<file path="config.mk">
export PLATFORM = sky130hd
export DESIGN_NAME = key_debounce_multi
export DESIGN_NICKNAME = d
export VERILOG_FILES = /design/src/rtl/key_debounce_multi.sv
export SDC_FILE = /design/constraint.sdc
export NUM_CORES = 1
export LEC_CHECK = 0
export ABC_AREA = 1
export ABC_CLOCK_PERIOD_IN_PS = 3300
export CAP_MARGIN = 20
export CORE_MARGIN = 4
export CORE_UTILIZATION = 60
export DETAILED_ROUTE_END_ITERATION = 10
export PLACE_DENSITY_LB_ADDON = 0.05
export SLEW_MARGIN = 10
export SYNTH_ARGS = -nofsm -noshare
export SYNTH_HDL_FRONTEND = slang
export SYNTH_SLANG_ARGS = --single-unit
</file>
<file path="constraint.sdc">
create_clock -name clk -period 3.3 [get_ports clk]
set_input_delay 0.33 -clock clk [delete_from_list [all_inputs] [get_ports clk]]
set_output_delay 0.33 -clock clk [all_outputs]
set_load 0.02 [all_outputs]
</file>
<file path="src/rtl/key_debounce_multi.sv">
// N-channel push-button debouncer: 2-flop synchroniser, press/release FSM, strobes,
// debounced level and wrapping press counter per key. Define KEY_LONG_PRESS_EN for long-press strobes.
module key_debounce_multi #(
   parameter int NUM_KEYS     = 4,
   parameter int DEBOUNCE_CYC = 1_000_000,
   parameter int ACTIVE_LOW   = 1,
   parameter int CNT_BITS     = 4,
   parameter int LONG_CYC     = 50_000_000
) (
   input  logic                         clk,
   input  logic                         rst_n,
   input  logic [NUM_KEYS-1:0]          key_in,
   output logic [NUM_KEYS-1:0]          key_level,
   output logic [NUM_KEYS-1:0]          press_pulse,
   output logic [NUM_KEYS-1:0]          release_pulse,
   output logic [NUM_KEYS*CNT_BITS-1:0] press_cnt,
   output logic [NUM_KEYS-1:0]          long_pulse
);

`ifdef KEY_LONG_PRESS_EN
   localparam int CW = $clog2(LONG_CYC + 1);
`else
   localparam int CW = $clog2(DEBOUNCE_CYC + 1);
`endif

   localparam logic [CW-1:0]       DB_LAST = CW'(DEBOUNCE_CYC - 1);
   localparam logic [NUM_KEYS-1:0] REL_LVL = (ACTIVE_LOW != 0) ? '1 : '0;

   typedef enum logic [1:0] {
      REL_STABLE,
      PRESS_WAIT,
      PRS_STABLE,
      REL_WAIT
   } state_t;

   if (NUM_KEYS < 1 || NUM_KEYS > 16 || DEBOUNCE_CYC < 2 || LONG_CYC <= DEBOUNCE_CYC) begin : g_bad_param
      $error("key_debounce_multi: illegal parameter set");
   end

   logic [NUM_KEYS-1:0] r_sync_meta;
   logic [NUM_KEYS-1:0] r_sync;

   // Synchronisers idle at the released level so reset never looks like a press.
   always_ff @(posedge clk or negedge rst_n) begin
      if (!rst_n) begin
         r_sync_meta <= REL_LVL;
         r_sync      <= REL_LVL;
      end else begin
         // NOTE: non-blocking so r_sync takes the old r_sync_meta, giving two real flop stages.
         r_sync_meta <= key_in;
         r_sync      <= r_sync_meta;
      end
   end

   for (genvar g = 0; g < NUM_KEYS; g++) begin : g_key
      state_t              r_state, w_state_nxt;
      logic [CW-1:0]       r_cnt, w_cnt_nxt;
      logic [CNT_BITS-1:0] r_pcnt, w_pcnt_nxt;
      logic                r_level, w_level_nxt;
      logic                r_press, w_press_nxt;
      logic                r_rel, w_rel_nxt;
      logic                r_long, w_long_nxt;
      logic                w_p;

      assign w_p = (ACTIVE_LOW != 0) ? ~r_sync[g] : r_sync[g];

      always_ff @(posedge clk or negedge rst_n) begin
         if (!rst_n) begin
            r_state <= REL_STABLE;
            r_cnt   <= '0;
            r_pcnt  <= '0;
            r_level <= 1'b0;
            r_press <= 1'b0;
            r_rel   <= 1'b0;
            r_long  <= 1'b0;
         end else begin
            r_state <= w_state_nxt;
            r_cnt   <= w_cnt_nxt;
            r_pcnt  <= w_pcnt_nxt;
            r_level <= w_level_nxt;
            r_press <= w_press_nxt;
            r_rel   <= w_rel_nxt;
            r_long  <= w_long_nxt;
         end
      end

      always_comb begin
         // NOTE: every output gets a default first so no path through the case infers a latch.
         w_state_nxt = r_state;
         w_cnt_nxt   = r_cnt;
         w_pcnt_nxt  = r_pcnt;
         w_level_nxt = r_level;
         w_press_nxt = 1'b0;
         w_rel_nxt   = 1'b0;
         w_long_nxt  = 1'b0;
         unique case (r_state)
            REL_STABLE: begin
               if (w_p) begin
                  w_state_nxt = PRESS_WAIT;
                  w_cnt_nxt   = CW'(1);
               end
            end
            PRESS_WAIT: begin
               if (!w_p) begin
                  w_state_nxt = REL_STABLE;
                  w_cnt_nxt   = '0;
               end else if (r_cnt == DB_LAST) begin
                  w_state_nxt = PRS_STABLE;
                  w_cnt_nxt   = '0;
                  w_press_nxt = 1'b1;
                  w_level_nxt = 1'b1;
                  w_pcnt_nxt  = r_pcnt + CNT_BITS'(1);
               end else begin
                  w_cnt_nxt = r_cnt + CW'(1);
               end
            end
            PRS_STABLE: begin
               if (!w_p) begin
                  w_state_nxt = REL_WAIT;
                  w_cnt_nxt   = CW'(1);
               end
`ifdef KEY_LONG_PRESS_EN
               // Count up to LONG_CYC-1 and hold there: one long strobe per press.
               else if (r_cnt < CW'(LONG_CYC - 1)) begin
                  w_cnt_nxt  = r_cnt + CW'(1);
                  w_long_nxt = (r_cnt == CW'(LONG_CYC - 2));
               end
`endif
            end
            REL_WAIT: begin
               if (w_p) begin
                  w_state_nxt = PRS_STABLE;
                  w_cnt_nxt   = '0;
               end else if (r_cnt == DB_LAST) begin
                  w_state_nxt = REL_STABLE;
                  w_cnt_nxt   = '0;
                  w_rel_nxt   = 1'b1;
                  w_level_nxt = 1'b0;
               end else begin
                  w_cnt_nxt = r_cnt + CW'(1);
               end
            end
            default: begin
               w_state_nxt = REL_STABLE;
               w_cnt_nxt   = '0;
            end
         endcase
      end

      assign key_level[g]                       = r_level;
      assign press_pulse[g]                     = r_press;
      assign release_pulse[g]                   = r_rel;
      assign long_pulse[g]                      = r_long;
      assign press_cnt[g*CNT_BITS +: CNT_BITS] = r_pcnt;
   end

endmodule

</file>
==> impl_metrics.ini <==
[worst_setup_path]
worstPathCellList = nor2_1 -> inv_1 -> nand2_1 -> nor2_1 -> buf_4 -> inv_1 -> o22ai_1
critPathMaxStageDelay_ps = 550
cp_slowest_cell = dfstp_2
crit_arrival_ps = 2280
worst-path-max-fanout = 8
cp-start-kind = register
crit_type = register to register
cp.required_ps = 3620
end_kind = register

[route]
routed-via-count = 6139
wirelength_microns = 15340
dr.pass1.iters = 7
detail_route.wl_per_cell_microns = 13.66
post-route-drc-count = 0
routed_via_density = 5.467
ant_nets = 0
drtIter0Drc = 437

[global_routing]
grt_pass1_vias = 5939
grt_max_degree = 61
grtUsageTotal_pct = 24.37
grt_pass1_wl_microns = 26750
grt_overflow = 0
antenna_found_initial = 0

[sta]
fin_crit_ps = 1953
worstMarginPinSlew_ps = 737.5
clock.fmax_mhz = 512.0
slew_headroom_pct = 50.83
maxSlewViolCount = 0
report.final.hold_viol_count = 35
rsz0062_at_grt = false
setup_viol = 0
post-route-period-util_pct = 59.18
hold_slack_ps = -14.40
fin_setup_tns_ps = 0
fin_skew_ps = 4.668

[placed_design]
io_buffers = 33
placed_cell_area_sq_um = 7510
hpwl_microns = 11190
globalplace.congestion = 0.9393

[floorplanning]
boundaryPins = 38
die_h_microns = 117.2
start_util_pct = 61.82
die_w_microns = 117.2
dieArea_sq_um = 13730
core_sq_um = 11560
rows = 39

[finish]
num_antenna_cells = 0
area_delta_synth_final_pct = 14.79
utilization_pct = 70.96
fin_area_sq_um = 8207
drive_gt1_share_pct = 10.20
final_nets = 981

[yosys]
synth_mux_area_share_pct = 0
synth-compound-area-share_pct = 6.388
syn_inst = 934
synth_edf_count = 0
syn_area_per_cell_sq_um = 7.655
ys_top_cells_by_area = dfrtp_1, nand2_1, nand3_1, nor2_1, inv_1
synth_top_family_by_area = simple AND/OR/NAND/NOR gates
synth.most_common_cell = nand2_1
synth_fa_ha_area_share_pct = 1.400
yosys.area.top_type = dfrtp_1
synthTopCellsByCount = nand2_1, dfrtp_1, nor2_1, inv_1, nand3_1
synth_top_area_share_pct = 40.60
synth_top_flop_cell = dfrtp_1
async_flop_share_pct = 100.0
synth_cell_type_count = 45
seq_area_frac_synth_pct = 43.54
synthSimpleGateAreaFrac_pct = 35.58
ys_ff_latch = 124
synth_area_sq_um = 7149
ys_warn_count = 0
synth_xor_area_share_pct = 4.533

[clock_network]
clock_path_buffers = 2
clockRootBuffer = clkbuf_16
cts_buffers = 17
numClockSinks = 124
cts_hold_buf = 0
post_cts_buffers = 0
htreeDepth = 4
post_cts_resized = 0
insertion_delay_ps = 420
path_clk_slew_ps = 50
cts_tree = yes

[worst_hold_path]
hp-class = primary input to async pin

[power_and_ir_drop]
power.density_nw_per_um2 = 535.9
internal_power_uw = 3268
clock_power_share_pct = 49.8
seqPwrFrac_pct = 38.5
power.leakage_uw = 0.003723
comb_power_share_pct = 11.8
p_sw_uw = 1130
swShare_pct = 25.70
ir_drop_uv = 514.1

[run_status]
violations = negative hold slack
status = finished with violations

[job]
cap_viol_max_count = 0
per-layer routing:
layer | global-route usage, % | wire length, microns | vias up
li1 | - | - | 3084
met1 | 32.26 | 7110 | 2874
met2 | 39.03 | 7228 | 158
met3 | 6.067 | 776 | 23
met4 | 8.792 | 226 | 0
met5 | 0 | 0 | -
registers in the layout (all words and copies together), names as in the netlist, named ones only:
register,count
g_key.r_cnt,80
g_key.r_level,4
g_key.r_pcnt,16
g_key.r_press,4
g_key.r_rel,4
g_key.r_state,4
r_sync,4
r_sync_meta,4
power groups by stage:
stage | logic [uW] | registers, uW | clock network [uW]
2_1_floorplan | 395 | 1690 | 0
5_1_grt | 591 | 1700 | 2300
3_3_place_gp | 506 | 1710 | 0
3_5_place_dp | 518 | 1720 | 0
4_1_cts | 521 | 1690 | 2220
6_report | 517 | 1690 | 2190
area by class of cell:
type | count | area (sq um)
inverters | 112 | 420.4
clock buffers | 20 | 456.7
fillers | 909 | 3358
flip-flops and latches | 124 | 3113
repair buffers | 37 | 357.8
clock inverters | 12 | 240.2
well taps | 143 | 178.9
multi-input cells | 675 | 3440
worst paths after layout:
kind                                                from                              to  slack [ps]  cells past startpoint
worst max-delay path                 r_sync[0]$_DFF_PN1_  g_key[0].r_cnt[13]$_DFFE_PN0P_        1350                      7
worst min-delay path                               rst_n        g_key[2].r_rel$_DFF_PN0_         -10                      1
worst max register to register       r_sync[0]$_DFF_PN1_  g_key[0].r_cnt[13]$_DFFE_PN0P_        1350                      7
worst min register to register  r_sync_meta[1]$_DFF_PN1_             r_sync[1]$_DFF_PN1_         350                      0
max in group asynchronous                          rst_n             r_sync[3]$_DFF_PN1_        2450                      2
min in group clk                               key_in[0]        r_sync_meta[0]$_DFF_PN1_         320                      1
cells in the final DEF, fill, tap and decap left out, types with 27 or more instances in the layout:
master           synthesis  layout
o21ai_0                 29      29
nand2_1                233     233
inv_1                   97      97
nand3_1                 89      89
xor2_1                  27      27
nand4_1                 32      32
nor3_1                  29      29
clkdlybuf4s50_1          0      32
nor2_1                 109     109
dfrtp_1                116     116
through the flow:
stage	instances	total power, uW	setup WS, ps
5_1_grt	1123	4593	1198
3_5_place_dp	1091	2234	1392
6_report	1123	4398	1347
2_1_floorplan	937	2086	1746
4_1_cts	1123	4428	1380
3_3_place_gp	1091	2218	1427
worst max-delay path: cells and delay by family, from the launching register on:
family	cells	cell delay, ps
simple gates	3	610
flops	1	550
buf+inv	3	480
compound gates	1	210
logic make-up (layout without fill, tap and decap cells):
group           count (synthesis)  count (layout)
xor+xnor                       37              37
other cells                     1               4
buf+inv                       138             181
simple gates                  543             543
flops                         124             124
compound gates                 83              83
fa+ha+maj                       8               8
Power figures use the tool's default switching activity.
